<file path="src/rtl/conv_output_writer_pkg.sv">
`default_nettype none
// +------------------------------------------------------------------+
// | conv_output_writer_pkg: shared FSM states, pixel width, saturator |
// | Revision: 1.0                                                      |
// +------------------------------------------------------------------+
package conv_output_writer_pkg;

  localparam int PIX_W = 8;

  typedef enum logic [1:0] {
    IDLE  = 2'd0,
    ARMED = 2'd1,
    DONE  = 2'd2
  } state_e;

  function automatic logic signed [PIX_W-1:0] sat_pix(input logic signed [31:0] v);
    if (v > 32'sd127) begin
      return 8'sd127;
    end else if (v < -32'sd128) begin
      return -8'sd128;
    end
    return v[PIX_W-1:0];
  endfunction

endpackage
`default_nettype wire

</file>
<file path="src/rtl/conv_out_ram.sv">
`default_nettype none
// +------------------------------------------------------------------+
// | conv_out_ram: DEPTH x 8 buffer, one write port, registered read   |
// | Revision: 1.0                                                      |
// +------------------------------------------------------------------+
module conv_out_ram
  import conv_output_writer_pkg::*;
#(
  parameter int DEPTH = 9,
  parameter int AW    = 4
) (
  input  logic             clk,
  input  logic             rst,
  input  logic             we_i,
  input  logic [AW-1:0]    waddr_i,
  input  logic [PIX_W-1:0] wdata_i,
  input  logic             re_i,
  input  logic [AW-1:0]    raddr_i,
  output logic [PIX_W-1:0] rdata_o
);

  logic [PIX_W-1:0] mem_q [DEPTH];
  logic [PIX_W-1:0] rdata_q;

  // Storage is never reset so a frame survives a mid-frame reset.
  always_ff @(posedge clk) begin
    if (we_i) begin
      mem_q[waddr_i] <= wdata_i;
    end
  end

  always_ff @(posedge clk or posedge rst) begin
    if (rst) begin
      rdata_q <= '0;
    end else if (re_i) begin
      rdata_q <= mem_q[raddr_i];
    end
  end

  assign rdata_o = rdata_q;

endmodule
`default_nettype wire

</file>
<file path="src/rtl/conv_output_writer.sv">
`default_nettype none
// +------------------------------------------------------------------+
// | conv_output_writer: shifts/saturates raster pixels into a buffer. |
// | Option CONV_OUT_RELU_EN clamps negative shifted values to zero.   |
// | Revision: 1.0                                                      |
// +------------------------------------------------------------------+
module conv_output_writer
  import conv_output_writer_pkg::*;
#(
  parameter  int OUT_H = 3,
  parameter  int OUT_W = 3,
  parameter  int SHIFT = 0,
  localparam int DEPTH = OUT_H * OUT_W,
  localparam int AW    = (DEPTH > 1) ? $clog2(DEPTH) : 1,
  localparam int YW    = (OUT_H > 1) ? $clog2(OUT_H) : 1,
  localparam int XW    = (OUT_W > 1) ? $clog2(OUT_W) : 1
) (
  input  logic               clk,
  input  logic               rst,
  input  logic               start_i,
  input  logic               in_valid_i,
  input  logic signed [31:0] in_pixel_i,
  input  logic               rd_en_i,
  input  logic [AW-1:0]      rd_addr_i,
  output logic [PIX_W-1:0]   rd_data_o,
  output logic               busy_o,
  output logic               frame_done_o,
  output logic [YW-1:0]      out_y_o,
  output logic [XW-1:0]      out_x_o,
  output logic               err_o
);

  state_e             state_q;
  logic               busy_q;
  logic               frame_done_q;
  logic               err_q;
  logic [YW-1:0]      out_y_q;
  logic [XW-1:0]      out_x_q;
  logic               wr_en_q;
  logic [AW-1:0]      wr_addr_q;
  logic [PIX_W-1:0]   wr_data_q;

  logic signed [31:0] shifted_d;
  logic signed [31:0] rect_d;
  logic [PIX_W-1:0]   pix_d;
  logic [AW-1:0]      wr_addr_d;
  logic               last_d;

  assign shifted_d = in_pixel_i >>> SHIFT;
`ifdef CONV_OUT_RELU_EN
  assign rect_d = shifted_d[31] ? 32'sd0 : shifted_d;
`else
  assign rect_d = shifted_d;
`endif
  assign pix_d     = sat_pix(rect_d);
  assign wr_addr_d = AW'(int'(out_y_q) * OUT_W + int'(out_x_q));
  assign last_d    = (out_y_q == YW'(OUT_H - 1)) && (out_x_q == XW'(OUT_W - 1));

  always_ff @(posedge clk or posedge rst) begin
    if (rst) begin
      state_q      <= IDLE;
      busy_q       <= 1'b0;
      frame_done_q <= 1'b0;
      err_q        <= 1'b0;
      out_y_q      <= '0;
      out_x_q      <= '0;
      wr_en_q      <= 1'b0;
      wr_addr_q    <= '0;
      wr_data_q    <= '0;
    end else begin
      wr_en_q      <= 1'b0;
      frame_done_q <= 1'b0;
      // A start always wins, including over a same-cycle pixel.
      if (start_i) begin
        state_q <= ARMED;
        busy_q  <= 1'b1;
        err_q   <= 1'b0;
        out_y_q <= '0;
        out_x_q <= '0;
      end else begin
        case (state_q)
          IDLE: begin
            if (in_valid_i) err_q <= 1'b1;
          end
          ARMED: begin
            if (in_valid_i) begin
              wr_en_q   <= 1'b1;
              wr_addr_q <= wr_addr_d;
              wr_data_q <= pix_d;
              if (last_d) begin
                state_q      <= DONE;
                busy_q       <= 1'b0;
                frame_done_q <= 1'b1;
                out_y_q      <= '0;
                out_x_q      <= '0;
              end else if (out_x_q == XW'(OUT_W - 1)) begin
                out_x_q <= '0;
                out_y_q <= out_y_q + YW'(1);
              end else begin
                out_x_q <= out_x_q + XW'(1);
              end
            end
          end
          DONE: begin
            state_q <= IDLE;
            if (in_valid_i) err_q <= 1'b1;
          end
          default: state_q <= IDLE;
        endcase
      end
    end
  end

  conv_out_ram #(
    .DEPTH(DEPTH),
    .AW   (AW)
  ) u_ram (
    .clk    (clk),
    .rst    (rst),
    .we_i   (wr_en_q),
    .waddr_i(wr_addr_q),
    .wdata_i(wr_data_q),
    .re_i   (rd_en_i),
    .raddr_i(rd_addr_i),
    .rdata_o(rd_data_o)
  );

  assign busy_o       = busy_q;
  assign frame_done_o = frame_done_q;
  assign err_o        = err_q;
  assign out_y_o      = out_y_q;
  assign out_x_o      = out_x_q;

endmodule
`default_nettype wire

</file>
<file path="config.mk">
export PLATFORM = sky130hd
export DESIGN_NAME = conv_output_writer
export DESIGN_NICKNAME = d
export VERILOG_FILES = /design/src/rtl/conv_output_writer_pkg.sv /design/src/rtl/conv_out_ram.sv /design/src/rtl/conv_output_writer.sv
export SDC_FILE = /design/constraint.sdc
export NUM_CORES = 1
export LEC_CHECK = 0
export BUFFER_PORTS_ARGS = -buffer_cell sky130_fd_sc_hd__buf_2
export CAP_MARGIN = 20
export CORE_ASPECT_RATIO = 0.5
export CORE_MARGIN = 8
export CORE_UTILIZATION = 41
export CTS_BUF_LIST = sky130_fd_sc_hd__clkbuf_8
export DETAILED_ROUTE_END_ITERATION = 16
export HOLD_SLACK_MARGIN = 0.06
export PLACE_DENSITY = 0.56
export SKIP_LAST_GASP = 1
export SLEW_MARGIN = 25
export SYNTH_ARGS = -nofsm -noshare
export SYNTH_HDL_FRONTEND = slang
export SYNTH_SLANG_ARGS = --single-unit
</file>
<file path="constraint.sdc">
create_clock -name clk -period 3.3 [get_ports clk]
set_clock_uncertainty 0.05 [all_clocks]
set_input_delay 0.33 -clock clk [delete_from_list [all_inputs] [get_ports clk]]
set_output_delay 0.33 -clock clk [all_outputs]
set_load 0.005 [all_outputs]
</file>
==> Word level (Yosys, flattened, before mapping) <==
Memory sizes are Yosys's and may differ from the RTL's. A register that Yosys moved wholly into a read port is not among the register bits.
Cells that the tools add are included.
{ "op_classes": {"n_addsub": 3, "n_mul": 1, "magnitude_cmp": 2, "n_eq_ne": 7, "n_mux": 35, "bitwise_logic": 1, "reduce_logical": 14} }
{ "ops": {"columns": ["op", "count"], "rows": [
  ["$gt 32x8->1 const B", 1],
  ["$lt 32x8->1 const B", 1],
  ["$mux 2", 13],
  ["$mux 8", 3],
  ["$mux 1", 18],
  ["$reduce_and 3->1", 4],
  ["$reduce_bool 2->1", 4],
  ["$eq 2x2->1 const B", 3],
  ["$ne 3x3->1 const B", 2],
  ["$add 2x1->2 const B", 2],
  ["$add 4x2->4", 1],
  ["$mul 2x2->4 const B", 1],
  ["$pmux 2 s2", 1],
  ["$reduce_and 2->1", 2],
  ["$reduce_bool 3->1", 1],
  ["$eq 2x1->1 const B", 1],
  ["$logic_not 2->1", 1],
  ["$ne 2x2->1 const B", 1],
  ["$reduce_or 2->1", 1],
  ["$logic_and 1x1->1", 1],
  ["$not 1->1", 1]
]} }
{ "totals": {"ff_bits": 22, "ram_bits": 72, "inputBits": 41, "out_inout_bits": 15, "word_cells": 73, "mem_count": 1} }
{ "mem_list": {"columns": ["name", "depth", "word_bits", "read_ports", "rd_clocked_by_memory_dff", "write_ports", "line_no", "source"], "rows": [
  ["u_ram.mem_q", 9, 8, 1, 1, 1, "conv_out_ram.sv:22", "logic [PIX_W-1:0] mem_q [DEPTH];"]
]} }

==> Logic depth before layout (Yosys ltp) <==
{ "depth": {"depth_word": 6, "ltp_mapped": 6, "ltp_nobuf": 5} }

==> Cells and area by module <==
A second synthesis with hierarchy kept.
{ "unflattened": {"cells_unflattened": 312, "hier_area_um2": 4309.1} }
{ "modules_own_cells": {"columns": ["module", "instances", "cells_per_inst", "area_each_um2", "seq_area_each_um2"], "rows": [
  ["conv_out_ram", 1, 189, 3130.5, 2362.3],
  ["conv_output_writer", 1, 123, 1178.6, 550.5]
]} }

==> Least setup slack after synthesis <==
Ideal clock, no wire load.
{ "synth_timing": {"path_type": "flip-flop to flip-flop", "from": "register wr_addr_q[2]", "to": "memory u_ram.mem_q[0][0], enable pin", "setup_ps": 383, "arrival_ps": 1496, "required_time_ps": 2867, "path_slack_ps": 1371, "path_stages_with_launch": 3, "path_buffers": 0, "synth_period_minus_slack_ps": 1929, "cell_sequence": "dfrtp_1 > or3b_2 > nor3_1"} }
{ "synth_lines": {"columns": ["item", "line_no", "source"], "rows": [
  ["from (decl)", "conv_output_writer.sv:40", "logic [AW-1:0] wr_addr_q;"],
  ["from (signal assigned)", "conv_output_writer.sv:88", "wr_addr_q <= wr_addr_d;"],
  ["to (decl)", "conv_out_ram.sv:22", null]
]} }
No word-level cell before the write port.

==> Worst setup path after layout <==
{ "layout_timing": {"from": "register wr_addr_q[2]", "to": "memory u_ram.mem_q[1][1], enable pin"} }
No word-level cell before the write port.

==> out/metrics.json <==
{
  "port_buffers": {"value": 55},
  "drt_first_pass_iters": {"value": 4},
  "clock.fmax": {"value": 497.7, "unit": "MHz"},
  "finalNetCount": {"value": 392},
  "layout_commonest_cell": {"value": "edfxtp_1"},
  "post_place_setup_slack": {"value": 1.220, "unit": "ns"},
  "cts-root-to-sink-buffers": {"value": 2},
  "worst_hold_path_type": {"value": "input port to flip-flop"},
  "netlist-cell-type-count": {"value": 32},
  "cts_setup_buffers": {"value": 0},
  "critPathMaxFanout": {"value": 8},
  "post_layout_nonfiller_instances": {"value": 491},
  "synth-edff-count": {"value": 72},
  "slew_violations": {"value": 0},
  "final_estimated_routing_congestion_in_global_placement": {"value": 0.8009},
  "worstPathCellList": {"value": "or3b_2 -> nor2_1"},
  "std_cell_rows": {"value": 26},
  "antenna_cells": {"value": 0},
  "fin_crit_sh": {"value": 0.6089},
  "core-area": {"value": 0.01018, "unit": "mm2"},
  "grt_usage": {"value": 0.1340},
  "post-place-cells": {"value": 474},
  "largest_family_of_logic_cells_by_synthesized_area": {"value": "simple AND/OR/NAND/NOR gates"},
  "cts-buffers-inserted": {"value": 9},
  "worstSetupStartpointType": {"value": "flip-flop"},
  "critical-path-slowest-cell": {"value": "nor2_1"},
  "drt_drc_violations_left": {"value": 0},
  "post_drt_via_cell_ratio": {"value": 5.145},
  "clk_latency": {"value": 0.36, "unit": "ns"},
  "post_cts_resized": {"value": 0},
  "swShare": {"value": 0.2208},
  "yosys_register_bits": {"value": 102},
  "peak_vdd_ir": {"value": 0.2041, "unit": "mV"},
  "sequential_to_total_area_share_from_yosys_stat": {"value": 0.6809},
  "ys_async_sr_fraction": {"value": 0.2941},
  "net-switching-power": {"value": 0.5829, "unit": "mW"},
  "power.sequential.fraction": {"value": 0.571},
  "die-height": {"value": 88.23, "unit": "um"},
  "tightestPinTransition": {"value": 0.9797, "unit": "ns"},
  "power_density": {"value": 531.7, "unit": "mW/mm2"},
  "grt_start_max_net_pins": {"value": 23},
  "whs": {"value": 0.1650, "unit": "ns"},
  "ys.warnings.count": {"value": 0},
  "finalWirelength": {"value": 9095, "unit": "um"},
  "root_buffer": {"value": "clkbuf_8"},
  "critical-path-max-stage-delay": {"value": 0.66, "unit": "ns"},
  "synth_simple_gate_area_share": {"value": 0.1223},
  "die_width": {"value": 160.5, "unit": "um"},
  "dpl-instance-area": {"value": 0.004702, "unit": "mm2"},
  "grt_pass1_vias": {"value": 2671},
  "mostFrequentLayoutCells": {"value": "edfxtp_1, buf_2, dfrtp_1"},
  "place_hpwl": {"value": 6431, "unit": "um"},
  "postSynthAreaPerCell": {"value": 15.12, "unit": "um2"},
  "post_cts_hold_buffers": {"value": 0},
  "post_synth_xor_area_fraction": {"value": 0},
  "timing.critical_path.buf_inv": {"value": 0},
  "min_period": {"value": 2.009, "unit": "ns"},
  "gr-total-overflow": {"value": 0},
  "grt_pass1_wl": {"value": 14400, "unit": "um"},
  "adder_cell_share_of_the_synthesized_area": {"value": 0.01813},
  "cellInternalPower": {"value": 2.057, "unit": "mW"},
  "initialDrtViolationCount": {"value": 150},
  "design.die.area": {"value": 0.01416, "unit": "mm2"},
  "tritoncts": {"value": "built"},
  "setup-violations-final": {"value": 0},
  "clockPowerShare": {"value": 0.362},
  "end_kind": {"value": "flip-flop"},
  "dominantRegCellSynth": {"value": "edfxtp_1"},
  "layout-drive-gt1-share": {"value": 0.2279},
  "slew_headroom": {"value": 0.3408},
  "path_clk_slew": {"value": 0.09, "unit": "ns"},
  "outcome": {"value": "complete, no violations"},
  "required": {"value": 3.24, "unit": "ns"},
  "totalPowerFinal": {"value": 2.640, "unit": "mW"},
  "routedWlPerCell": {"value": 18.52, "unit": "um"},
  "syn-num-nets": {"value": 329},
  "antenna_found_initial": {"value": 0},
  "final_design_area_no_fill": {"value": 0.004965, "unit": "mm2"},
  "remaining_antenna_violation_count": {"value": 0},
  "synth.cell_area": {"value": 0.004278, "unit": "mm2"},
  "timing.max_cap.violations": {"value": 0},
  "synth.mux.area_fraction": {"value": 0.1012},
  "totalNegativeSetupSlack": {"value": 0, "unit": "ns"},
  "cp_data_arrival_time": {"value": 1.95, "unit": "ns"},
  "p_comb_frac": {"value": 0.067},
  "report.final.hold_viol_count": {"value": 0},
  "fill_cells": {"value": 889},
  "cts.sinks": {"value": 102},
  "setup_slack": {"value": 1.291, "unit": "ns"},
  "grt_setup_unrepaired": {"value": "no"},
  "htree_levels": {"value": 3},
  "leakage": {"value": 1.885, "unit": "nW"},
  "fraction_of_the_mapped_netlist_area_in_compound_gates": {"value": 0.04504},
  "synthCells": {"value": 283},
  "cpLargestDelayFamily": {"value": "simple AND/OR/NAND/NOR gates"},
  "timing_worst_setup_path_type": {"value": "flip-flop to flip-flop"},
  "dr_total_vias": {"value": 2526},
  "start_util": {"value": 0.4201},
  "io_pins": {"value": 56},
  "layout.core_utilization": {"value": 0.4876},
  "area.growth.synth_to_final": {"value": 16.06, "unit": "%"}
}
-- state kept, by name, indices dropped and copies added (netlist names) --
register and cells:
busy_o 1, err_o 1, frame_done_o 1, out_x_o 2, out_y_o 2, state_q 2, u_ram.mem_q 72, u_ram.rdata_o 8
wr_addr_q 4, wr_data_q 8, wr_en_q 1
-- Yosys cell counts, types with 2 or more instances --
master    number  area [um2]
edfxtp_1      72        2162
dfrtp_1       30       750.7
nand2_1       23       86.33
nand4_1       21       131.4
nor2_1        19       71.32
inv_1         17       63.81
mux4_1        14       367.9
o21ai_0       11       55.05
nand3b_1      10       75.07
a211oi_1       8       60.06
nor2b_1        8       50.05
o22ai_1        8       50.05
nor4_1         7       43.79
clkbuf_1       4       15.01
nor3_1         4       20.02
a21oi_1        3       15.01
ha_1           3       37.54
buf_2          2       10.01
buf_6          2       22.52
fa_1           2       40.04
mux2i_1        2       20.02
mux4_2         2       45.04
nand2b_1       2       12.51
-- path summary, 6_finish.rpt --
path / startpoint / endpoint / slack [ns] / depth (start not counted)
max in group asynchronous: rst / out_y_o[0] / 2.07 / 4
hold / removal: start_i / err_o / 0.17 / 2
setup / recovery: wr_addr_q[2] / u_ram.mem_q[1][1] / 1.29 / 2
min in group asynchronous: rst / wr_data_q[6] / 0.54 / 3
setup reg to reg: wr_addr_q[2] / u_ram.mem_q[1][1] / 1.29 / 2
hold reg to reg: state_q[1] / state_q[0] / 0.44 / 1
-- per-layer routing --
metal / routed length (um) / part of all wire / vias to the layer above / GRT usage
met3: 561 / 0.062 / 7 / 0.04410
met2: 4358 / 0.48 / 62 / 0.2221
li1: - / - / 1219 / -
met1: 4091 / 0.45 / 1238 / 0.1684
met4: 85 / 0.0093 / 0 / 0.03535
met5: 0 / 0 / - / 0
-- logic make-up (layout without fill, tap and decap cells) --
family | Yosys count | after routing
flip-flops | 102 | 102
AND/OR/NAND/NOR | 98 | 98
AO/OA/AOI/OAI | 32 | 32
buffers and inverters | 28 | 96
multiplexers | 18 | 18
adder cells (fa/ha/maj) | 5 | 5
-- layout make-up --
type / count / area (um2) / share of cell area
multi-input cells: 153 / 1226 / 0.2470
clock inverters: 6 / 115.1 / 0.02319
repair buffers: 62 / 330.3 / 0.06653
clock buffers: 10 / 137.6 / 0.02772
well taps: 140 / 175.2 / 0.03528
inverters: 18 / 67.56 / 0.01361
flip-flops and latches: 102 / 2913 / 0.5867
-- power by group through the flow --
stage               clock (mW)  sequential (mW)  combinational [mW]
floorplan                    0             1.51               0.105
global placement             0             1.53               0.171
detailed placement           0             1.54               0.178
CTS                      0.977             1.51               0.179
global route              1.03             1.52               0.198
finish                   0.957             1.51               0.176
(Power assumes the default switching activity.)
